### src/rtl/mem_arbiter_pkg.sv
// Definitions shared by the data-memory arbiter: FSM state encoding and
// read-owner encoding. The optional host lock feature is MEM_ARB_LOCK_EN.
package mem_arbiter_pkg;

   // Which requester currently holds tie-break priority, or host exclusive.
   typedef enum logic [1:0] {
      ARB_CORE_PRI = 2'd0,
      ARB_HOST_PRI = 2'd1,
      ARB_LOCKED   = 2'd2
   } arb_state_t;

   // Requester encoding, also used as index into req/gnt vectors.
   localparam logic ARB_CORE = 1'b0;
   localparam logic ARB_HOST = 1'b1;

   // Priority holder for a given state; the locked state favours the host.
   function automatic logic prio_of(input arb_state_t s);
      return (s == ARB_CORE_PRI) ? ARB_CORE : ARB_HOST;
   endfunction

endpackage

### src/rtl/mem_arb_pick.sv
// Two-way priority picker: grants the single requester, or the priority
// holder when both request. Purely combinational; at most one grant bit.
module mem_arb_pick
   import mem_arbiter_pkg::*;
(
   input  logic [1:0] req,
   input  logic       prio,
   output logic [1:0] gnt
);

   // Pick the winner from the request vector and the priority holder.
   always_comb begin
      gnt = 2'b00;
      if (req[ARB_CORE] && req[ARB_HOST]) begin
         gnt[prio] = 1'b1;
      end else if (req[ARB_CORE]) begin
         gnt[ARB_CORE] = 1'b1;
      end else if (req[ARB_HOST]) begin
         gnt[ARB_HOST] = 1'b1;
      end
   end

endmodule

### src/rtl/mem_arbiter.sv
// Round-robin arbiter sharing a single-port synchronous data memory between
// the core lw/sw port and the host loader port. One-beat req/gnt transfers,
// fixed one-cycle read return, saturating contention counter.
// Optional feature: define MEM_ARB_LOCK_EN to let the host take exclusive
// ownership with HostLock; otherwise HostLock is ignored.
//
// Handshake: a requester raises Req with We/Addr/WData stable and holds them
// until Gnt is seen high in the same cycle; that cycle is the transfer. A
// read granted in cycle N returns RValid/RData in cycle N+1 only.
module mem_arbiter
   import mem_arbiter_pkg::*;
#(
   parameter int W  = 8,
   parameter int AW = 8,
   parameter int CW = 8
) (
   input  logic          Clk,
   input  logic          Reset,
   input  logic          CoreReq,
   input  logic          CoreWe,
   input  logic [AW-1:0] CoreAddr,
   input  logic [W-1:0]  CoreWData,
   output logic          CoreGnt,
   output logic          CoreRValid,
   output logic [W-1:0]  CoreRData,
   input  logic          HostReq,
   input  logic          HostWe,
   input  logic [AW-1:0] HostAddr,
   input  logic [W-1:0]  HostWData,
   output logic          HostGnt,
   output logic          HostRValid,
   output logic [W-1:0]  HostRData,
   input  logic          HostLock,
   output logic [AW-1:0] MemAddr,
   output logic          MemWe,
   output logic [W-1:0]  MemWData,
   input  logic [W-1:0]  MemRData,
   output logic [CW-1:0] ConflictCnt,
   output arb_state_t    DbgState
);

   arb_state_t    state_q, state_d;
   logic          rd_pend_q, rd_pend_d;
   logic          rd_owner_q, rd_owner_d;
   logic [AW-1:0] mem_addr_q, mem_addr_d;
   logic [CW-1:0] conflict_q, conflict_d;

   logic [1:0]    req_vec;
   logic [1:0]    gnt_vec;
   logic          prio_bit;

`ifndef MEM_ARB_LOCK_EN
   logic          unused_host_lock;
   assign unused_host_lock = HostLock;
`endif

   // Qualify requests: nothing is granted while reset is asserted, and the
   // core is shut out while the host holds the lock.
   always_comb begin
      req_vec           = 2'b00;
      req_vec[ARB_CORE] = CoreReq & Reset & (state_q != ARB_LOCKED);
      req_vec[ARB_HOST] = HostReq & Reset;
      prio_bit          = prio_of(state_q);
   end

   mem_arb_pick u_pick (
      .req  (req_vec),
      .prio (prio_bit),
      .gnt  (gnt_vec)
   );

   // Route the winner onto the memory port; idle cycles keep the address.
   always_comb begin
      CoreGnt    = gnt_vec[ARB_CORE];
      HostGnt    = gnt_vec[ARB_HOST];
      MemAddr    = mem_addr_q;
      MemWe      = 1'b0;
      MemWData   = '0;
      if (gnt_vec[ARB_CORE]) begin
         MemAddr  = CoreAddr;
         MemWe    = CoreWe;
         MemWData = CoreWData;
      end else if (gnt_vec[ARB_HOST]) begin
         MemAddr  = HostAddr;
         MemWe    = HostWe;
         MemWData = HostWData;
      end
      mem_addr_d = MemAddr;
   end

   // Next-state: hand priority to the other side after every grant.
   always_comb begin
      state_d = state_q;
      if (gnt_vec[ARB_CORE]) begin
         state_d = ARB_HOST_PRI;
      end else if (gnt_vec[ARB_HOST]) begin
         state_d = ARB_CORE_PRI;
      end
`ifdef MEM_ARB_LOCK_EN
      if (gnt_vec[ARB_HOST] && HostLock) begin
         state_d = ARB_LOCKED;
      end
      if (state_q == ARB_LOCKED) begin
         state_d = HostLock ? ARB_LOCKED : ARB_CORE_PRI;
      end
`endif
   end

   // Read-return bookkeeping and the saturating contention counter.
   always_comb begin
      rd_pend_d  = (gnt_vec[ARB_CORE] & ~CoreWe) | (gnt_vec[ARB_HOST] & ~HostWe);
      rd_owner_d = rd_owner_q;
      if (gnt_vec[ARB_HOST]) begin
         rd_owner_d = ARB_HOST;
      end else if (gnt_vec[ARB_CORE]) begin
         rd_owner_d = ARB_CORE;
      end
      conflict_d = conflict_q;
      if (CoreReq && HostReq && (state_q != ARB_LOCKED) && (conflict_q != '1)) begin
         conflict_d = conflict_q + CW'(1);
      end
   end

   // Read data is steered to the owner of last cycle's read grant only.
   always_comb begin
      CoreRValid  = rd_pend_q && (rd_owner_q == ARB_CORE);
      HostRValid  = rd_pend_q && (rd_owner_q == ARB_HOST);
      CoreRData   = CoreRValid ? MemRData : '0;
      HostRData   = HostRValid ? MemRData : '0;
      ConflictCnt = conflict_q;
      DbgState    = state_q;
   end

   // State registers with asynchronous active-low reset.
   always_ff @(posedge Clk or negedge Reset) begin
      if (!Reset) begin
         state_q    <= ARB_CORE_PRI;
         rd_pend_q  <= 1'b0;
         rd_owner_q <= ARB_CORE;
         mem_addr_q <= '0;
         conflict_q <= '0;
      end else begin
         state_q    <= state_d;
         rd_pend_q  <= rd_pend_d;
         rd_owner_q <= rd_owner_d;
         mem_addr_q <= mem_addr_d;
         conflict_q <= conflict_d;
      end
   end

endmodule

### config.mk
export PLATFORM = sky130hd
export DESIGN_NAME = mem_arbiter
export DESIGN_NICKNAME = d
export VERILOG_FILES = /design/src/rtl/mem_arbiter_pkg.sv /design/src/rtl/mem_arb_pick.sv /design/src/rtl/mem_arbiter.sv
export SDC_FILE = /design/constraint.sdc
export NUM_CORES = 1
export LEC_CHECK = 0
export CAP_MARGIN = 20
export CORE_UTILIZATION = 35
export CTS_CLUSTER_DIAMETER = 200
export DETAILED_ROUTE_END_ITERATION = 10
export PLACE_DENSITY = 0.85
export SLEW_MARGIN = 20
export SYNTH_ARGS = -nofsm -noshare
export SYNTH_HDL_FRONTEND = slang
export SYNTH_SLANG_ARGS = --single-unit
### constraint.sdc
create_clock -name Clk -period 3.82 [get_ports Clk]
set_input_delay 0.573 -clock Clk [delete_from_list [all_inputs] [get_ports Clk]]
set_output_delay 0.573 -clock Clk [all_outputs]
set_load 0.005 [all_outputs]
Word-level counts from Yosys, hierarchy flattened
Index checks and enable logic that the tools add are counted.

Output and inout bits: 47. Input bits: 47. Flip-flop bits (word level): 20.

Magnitude comparators: 2. Equal/unequal tests: 2. Reduce and logical (&&, ||, !) cells: 9. $add $sub $neg: 1. Muxes and demuxes: 19. Bitwise logic cells: 9.

Operators by type and width (number): $mux W8 (6); $mux W1 (9); $add A8 B1 Y8 const B (1); $ne A8 B8 Y1 const B (1); $logic_and A1 B1 Y1 (7); $mux W2 (3); $and A1 B1 Y1 (5); $not A1 Y1 (3); $logic_not A2 Y1 (1); $lt A1 B2 Y1 const B (1); $ne A2 B2 Y1 const B (1); $reduce_bool A2 Y1 (1); $demux W1 S1 (1); $ge A1 B1 Y1 const B (1); $or A1 B1 Y1 (1).

Depth between registers and ports, before layout
Word-level depth: 9. Gate-level depth with buffers: 5.

Cells and area by module
From an unflattened synthesis, not the netlist that was laid out.

Cell total of the unflattened synthesis: 118. Area total of the unflattened synthesis: 1124.8 um2.

Modules (own cells, without submodules): mem_arbiter (area each 1106.1 um2, instances 1, seq. area each 475.5 um2, cells each 115); mem_arb_pick (area each 18.8 um2, instances 1, seq. area each 0.0 um2, cells each 3).

Worst setup path before layout
No wires, ideal clock.

Path kind: input -> output. From: input port HostReq. To: output port MemAddr[0]. Buffers on the path: 2. Data arrival time: 1367 ps. Cell stages on the path: 5. Path slack: 1880 ps. Required time: 3247 ps. Path through: and2_4 buf_6 or2_4 buf_6 a31oi_1.

Word-level cells in the longest chain between the ends: 6.

Ends and longest elaborated chain: start: declaration (line mem_arbiter.sv:26) `input logic HostReq,`; $and A1 B1 Y1 * (line mem_arbiter.sv:62) `req_vec[ARB_HOST] = HostReq & Reset;`; $mux W1 (line mem_arb_pick.sv:18) `end else if (req[ARB_HOST]) begin`; $mux W1 (line mem_arb_pick.sv:16) `end else if (req[ARB_CORE]) begin`; $mux W2 * (line mem_arb_pick.sv:14) `if (req[ARB_CORE] && req[ARB_HOST]) begin`; $mux W8 (line mem_arbiter.sv:83) `end else if (gnt_vec[ARB_HOST]) begin`; $mux W8 * (line mem_arbiter.sv:79) `if (gnt_vec[ARB_CORE]) begin`; end: declaration (line mem_arbiter.sv:34) `output logic [AW-1:0] MemAddr,`.

Mark *: on every way between the ends. The rest lies on a longest branch, timed or not.

Worst setup path in the final report
From: input port Reset. To: output port MemWe.

Word-level cells in the longest chain between the ends: 6.

Ends and longest elaborated chain: start: declaration (line mem_arbiter.sv:18) `input logic Reset,`; $and A1 B1 Y1, on equally long branches (line mem_arbiter.sv:62, mem_arbiter.sv:61); $mux W1 or $and A1 B1 Y1 (tied branches) (line mem_arb_pick.sv:18, mem_arbiter.sv:61); $mux W1 or $logic_and A1 B1 Y1 (tied branches) (line mem_arb_pick.sv:16, mem_arb_pick.sv:14); $mux W2 * (line mem_arb_pick.sv:14); $mux W1 (line mem_arbiter.sv:83); $mux W1 * (line mem_arbiter.sv:79); end: declaration (line mem_arbiter.sv:35) `output logic MemWe,`.

Marks and branches as above.

==> flow_summary.json <==
{
  "status": "completed",
  "fin_area_um2": 2130,
  "r2r_slack_ns": 2.20,
  "hp-class": "flip-flop to flip-flop",
  "yosysSeqAreaShare_pct": 40.1,
  "cp-end-kind": "output port",
  "synthArstFlopShare_pct": 100,
  "synth_area_um2": 1190,
  "routabilityCongestion": 0.762,
  "layout.nets": 265,
  "required_ns": 3.25,
  "ff2ff_path_depth": 4,
  "cp-start-kind": "primary input",
  "crit-reg2reg-launch": "ConflictCnt[0]$_DFFE_PN0P_",
  "fin_skew_ns": 0.00189,
  "worstSetupStartpoint": "Reset",
  "via_per_inst": 5.20,
  "worstSetupPathType": "primary input to output port",
  "synth_xor_area_share_pct": 2.22,
  "hpwl_um": 3070,
  "synth_top_family_by_area": "simple AND/OR/NAND/NOR gates",
  "synth.net_count": 177,
  "postSynthAreaPerCell_um2": 9.19,
  "dp_slack_ns": 0.474,
  "root_buffer": "clkbuf_4",
  "htreeDepth": 1,
  "holdWs_ns": 0.533,
  "setup_ws_ns": 0.498,
  "hold_depth": 1,
  "cts_max_path_buffers": 2,
  "worst_pin_slew_ns": 0.687,
  "synth.distinct_cells": 35,
  "yosysTopAreaCellShare_pct": 40.1,
  "ioPinCount": 94,
  "drtAntennaViolNets": 0,
  "setup_viol": 0,
  "synth.area.top_cells": "dfrtp_1 (40%), a22o_1 (6.6%), and3_1 (5.3%)",
  "die_w_um": 60.2,
  "cts_tree": "built",
  "antenna_found_initial": 0,
  "clkTransAtPathRegs_ns": 0.10,
  "drc": 0,
  "grt_pass1_vias": 1283,
  "slew_headroom_pct": 54.1,
  "maxCapViolCount": 0,
  "synth_edf_count": 0,
  "finalCriticalPeriod_ns": 3.32,
  "worstSkewPairLatency_ns": 0.29,
  "rsz0062_at_grt": "no",
  "crit_fanout": 11,
  "die_area_um2": 3630,
  "die_y_um": 60.2,
  "cts_setup_buffers": 0,
  "final_core_util_pct": 68.0,
  "synth-seq-cells": 19,
  "syn_to_final_growth_pct": 79.4,
  "numCtsBuffers": 3,
  "drt_first_pass_iters": 4,
  "grtUsageTotal_pct": 21.3,
  "muxShareOfSynthArea_pct": 3.69,
  "ir_drop_mv": 0.256,
  "vias": 1353,
  "cp.arrival_ns": 2.75,
  "placedCellCount": 256,
  "num_rows": 20,
  "yosysWarnings": 0,
  "netlist_instances": 129,
  "setup_tns_ns": 0,
  "final_max_slew_viol_count": 0,
  "p_total_mw": 0.726,
  "power_density_nw_per_um2": 341,
  "grt_pass1_wl_um": 5770,
  "numPortBuffers": 91,
  "synth-simple-area-share_pct": 26.9,
  "hold_violations": 0,
  "synth.most_common_cell": "dfrtp_1",
  "grt_overflow_total": 0,
  "cts.repair.resized": 0,
  "synth_compound_area_share_pct": 19.0,
  "initial_core_util_pct": 37.9,
  "antenna_cells": 0,
  "place_area_um2": 2100,
  "power.leakage_nw": 0.852,
  "wl_um": 3770,
  "clock-sinks": 19,
  "final_layout_size_suffix_gt1_share_pct": 6.94,
  "rr_endpoint": "ConflictCnt[1]$_DFFE_PN0P_",
  "yosys.area.top_type": "dfrtp_1",
  "layoutNonFillerInstCount": 260,
  "avgRoutedWirePerCell_um": 14.5,
  "grt_max_degree": 12,
  "post-route-period-util_pct": 87.0,
  "core_area_um2": 3130,
  "drtIter0Drc": 45,
  "ys_top_cells_by_count": "dfrtp_1 (19), nand3_1 (11), and3_1 (10)",
  "synthAdderAreaFrac_pct": 1.05,
  "cp-endpoint": "MemWe",
  "hold_buffers": 0,
  "synthFlopType": "dfrtp_1",
  "max_freq_ghz": 0.301
}
how the worst min path moves through the flow:
| stage | endpoint | slack [ns] | from |
|---|---|---|---|
| after floorplan | ConflictCnt[0]$_DFFE_PN0P_ | 0.28 | Reset |
| after global placement | ConflictCnt[0]$_DFFE_PN0P_ | 0.51 | ConflictCnt[0]$_DFFE_PN0P_ |
| after detailed placement | ConflictCnt[0]$_DFFE_PN0P_ | 0.53 | ConflictCnt[0]$_DFFE_PN0P_ |
| after CTS | ConflictCnt[0]$_DFFE_PN0P_ | 0.54 | ConflictCnt[0]$_DFFE_PN0P_ |
| after global routing | ConflictCnt[3]$_DFFE_PN0P_ | 0.57 | ConflictCnt[3]$_DFFE_PN0P_ |
| final | ConflictCnt[0]$_DFFE_PN0P_ | 0.53 | ConflictCnt[0]$_DFFE_PN0P_ |
power breakdown:
group	internal (mW)	total [mW]	switching, mW
clock network	0.0405	0.0993	0.0588
logic	0.210	0.327	0.116
registers	0.251	0.301	0.0495
total	0.502	0.726	0.225
sequential cells by signal, indices dropped and copies added (netlist names):
name / cells
rd_pend_q: 1
DbgState: 1
mem_addr_q: 8
ConflictCnt: 8
rd_owner_q: 1
metal layers:
| layer | track usage (%) | part of all wire (%) | vias up |
|---|---|---|---|
| met4 | 9.30 | 1.4 | 0 |
| li1 | - | - | 649 |
| met3 | 4.33 | 10 | 4 |
| met1 | 24.0 | 39 | 622 |
| met2 | 38.3 | 50 | 78 |
| met5 | 0 | 0 | - |
logic make-up (layout without fill, tap and decap cells):
group,after synthesis,in the layout
AO/OA/AOI/OAI,33,33
adder cells (fa/ha/maj),1,1
other,1,1
flip-flops,19,19
buffers and inverters,13,100
multiplexers,4,4
AND/OR/NAND/NOR,55,55
XOR/XNOR,3,3
final cells by class:
type                    instances  area, um2
fillers                       265       1000
repair buffers                 94        933
clock buffers                   4       26.3
well taps                      44       55.1
inverters                       2       7.51
flip-flops and latches         19        475
multi-input cells              97        631
critical path, stage by stage:
cell and delay (ns):
clkdlybuf4s50_1 0.73, nand2_2 0.23, or2_4 0.36, inv_2 0.16, a22o_1 0.17, clkdlybuf4s50_1 0.51
cell usage in the layout (no fill, tap or decap):
master | netlist | final
clkbuf_1 | 3 | 1
mux2_2 | 3 | 3
inv_2 | 1 | 1
o211ai_1 | 2 | 2
nor2b_1 | 2 | 2
clkdlybuf4s50_1 | 0 | 91
mux2i_1 | 1 | 1
nor3_1 | 9 | 9
clkbuf_4 | 0 | 3
or2_4 | 1 | 1
and2_2 | 1 | 1
and2_1 | 9 | 9
xnor2_1 | 3 | 3
o32ai_1 | 1 | 1
nand2b_1 | 3 | 3
o31ai_1 | 2 | 2
a21oi_1 | 1 | 1
nand3_1 | 11 | 11
inv_1 | 1 | 1
nand2_1 | 3 | 3
buf_4 | 2 | 3
a31oi_1 | 8 | 8
and3_1 | 10 | 10
nand2_2 | 1 | 1
a21o_1 | 1 | 1
and2_4 | 1 | 1
dfrtp_1 | 19 | 19
conb_1 | 1 | 1
a22o_1 | 9 | 9
nor2_1 | 1 | 1
nand4_1 | 2 | 2
ha_1 | 1 | 1
o21ai_0 | 9 | 9
and4_2 | 1 | 1
(Power assumes the default switching activity.)
==> patch, RTL diff (same settings) <==
Set the parameter `AW` to 10 (it was 8).
--- a/src/rtl/mem_arbiter.sv
+++ b/src/rtl/mem_arbiter.sv
@@ -11,7 +11,7 @@
    import mem_arbiter_pkg::*;
 #(
    parameter int W  = 8,
-   parameter int AW = 8,
+   parameter int AW = 10,
    parameter int CW = 8
 ) (
    input  logic          Clk,
Ports: changed (resized CoreAddr, HostAddr and MemAddr); port bits go from 94 to 100. The function was not compared with the original's and may differ.
==> patch against the unedited design <==
Cell count increased by 8.8%; worst hold slack got worse by 0.018 ns; total power increased by 18%; synthesized area increased by 9.3%; largest cell class unchanged; highest routed layer unchanged; clock skew decreased by 0.0015 ns; sequential cell count increased by 2; worst setup slack improved by 0.14 ns; combinational power increased by 13%; count of clock-buffer cells in the layout decreased by 1; wire length increased by 4.0%; final area increased by 9.9%; die area increased by 9.0%; core utilization decreased by 0.065 points; first-iteration DRC count increased by 58%.
==> patch: results (changes against the unedited design) <==
post-synth net total=197 (+11%); fill cell total of the finished layout=299 (+13%); insertion delay of the later-clocked pin in the worst-skew pair=0.26 ns (-0.03 ns); worst min-delay path category=in -> async; routability cong.=0.758 (-0.59%); count of routing violations after the opening detailed-route iteration=71 (+58%); share of final-layout standard cells stronger than drive strength 1=0.0549 (-0.0146); All-Layer GR Usage=0.195 (-0.0178); result of the run=finished clean; Netlist cell types=37 (+5.7%); GRT met2 Usage=0.348 (-0.0352); length of the first detailed-routing pass in iterations=4 (unchanged); standby leakage power=0.000947 uW (+11%); largest voltage drop on the vdd net=0.314 mV (+22%); Cell Area, Placed=2290 um2 (+9.0%); Post-Route Skew=0.000363 ns (-0.00153 ns); net count of the finished layout=290 (+9.4%); number of global-route vias before repair=1308 (+1.9%); fraction of met1 tracks used by global routing=0.238 (-0.00147); top area cells in the synthesized netlist=dfrtp_1 (41%), a22o_1 (6.1%), a31oi_1 (5.8%); CTS Root Cell=clkbuf_8; met3 Track Usage GR=0.0474 (+0.00416); Detail Placement HPWL=3070 um (about the same); Critical Path AT=2.61 ns (-0.14 ns); Yosys warning count=0 (unchanged); post-cts gate resize count=0 (unchanged); Seq/Total Area, Yosys=0.405 (+0.00456); clock-pin slew on the worst setup and hold paths=0.07 ns (-0.03 ns); IO buf count=97 (+6.6%); largest net degree at the start of global routing=14 (+2); most numerous cell types in the synthesized netlist=dfrtp_1 (21), a31oi_1 (12), nand3_1 (12), and2_1 (11), o21ai_0 (11); global-route wire length before repair=6300 um (+9.2%); worst-path fanout max=13 (+2); vias per inst=5.15 (-1.0%)
==> patch: per-stage QoR <==
step           setup WS (ns)  instances  utilization
5_1_grt                0.450        283        0.680
2_1_floorplan           1.89        145            -
3_3_place_gp           0.643        279        0.666
6_report               0.634        283        0.680
3_5_place_dp           0.625        279        0.666
4_1_cts                0.621        283        0.680
==> patch: path summary, 6_finish.rpt <==
check | startpoint | endpoint | slack (ns) | depth (start not counted)
setup / recovery | Reset | MemWData[2] | 0.63 | 7
hold / removal | Reset | DbgState[0] | 0.52 | 1
setup reg to reg | ConflictCnt[0] | ConflictCnt[1] | 2.25 | 4
hold reg to reg | ConflictCnt[0] | ConflictCnt[0] | 0.53 | 1
max in group asynchronous | Reset | mem_addr_q[5] | 2.90 | 2
min in group Clk | ConflictCnt[0] | ConflictCnt[0] | 0.53 | 1
==> patch: cell type report <==
class                   instances  area share
repair buffers                102       0.431
multi-input cells             107       0.293
flip-flops and latches         21       0.225
well taps                      46      0.0246
clock buffers                   3      0.0176
inverters                       3     0.00588
clock inverters                 1     0.00321
==> patch: kinds of logic after synthesis <==
logic type,count (synthesis),share of synthesized area
muxes,3,0.0261
and+or+nand+nor,60,0.263
xor gates and xnor gates,1,0.00676
AOI/OAI and AO/OA,41,0.221
adders and majority gates,1,0.00965
buffers and inverters,17,0.0656
DFF,21,0.405
other,1,0.00289
==> patch: worst max-delay path, cell delays in order <==
cell	delay (ns)
clkdlybuf4s50_1	0.57
buf_4	0.21
nand2_1	0.25
nor2_1	0.17
buf_4	0.19
a22o_1	0.14
clkdlybuf4s50_1	0.51
==> patch: power by group through the flow <==
stage | logic [uW] | clock network (uW) | registers [uW]
2_1_floorplan | 159 | 0 | 328
3_3_place_gp | 366 | 0 | 345
3_5_place_dp | 371 | 0 | 347
4_1_cts | 372 | 149 | 344
5_1_grt | 402 | 161 | 356
6_report | 368 | 144 | 344
==> patch: routing by layer <==
layer / share of wire / up-vias
li1: - / 718
met1: 0.43 / 665
met2: 0.48 / 73
met3: 0.092 / 2
met4: 0.0054 / 0
met5: 0 / -
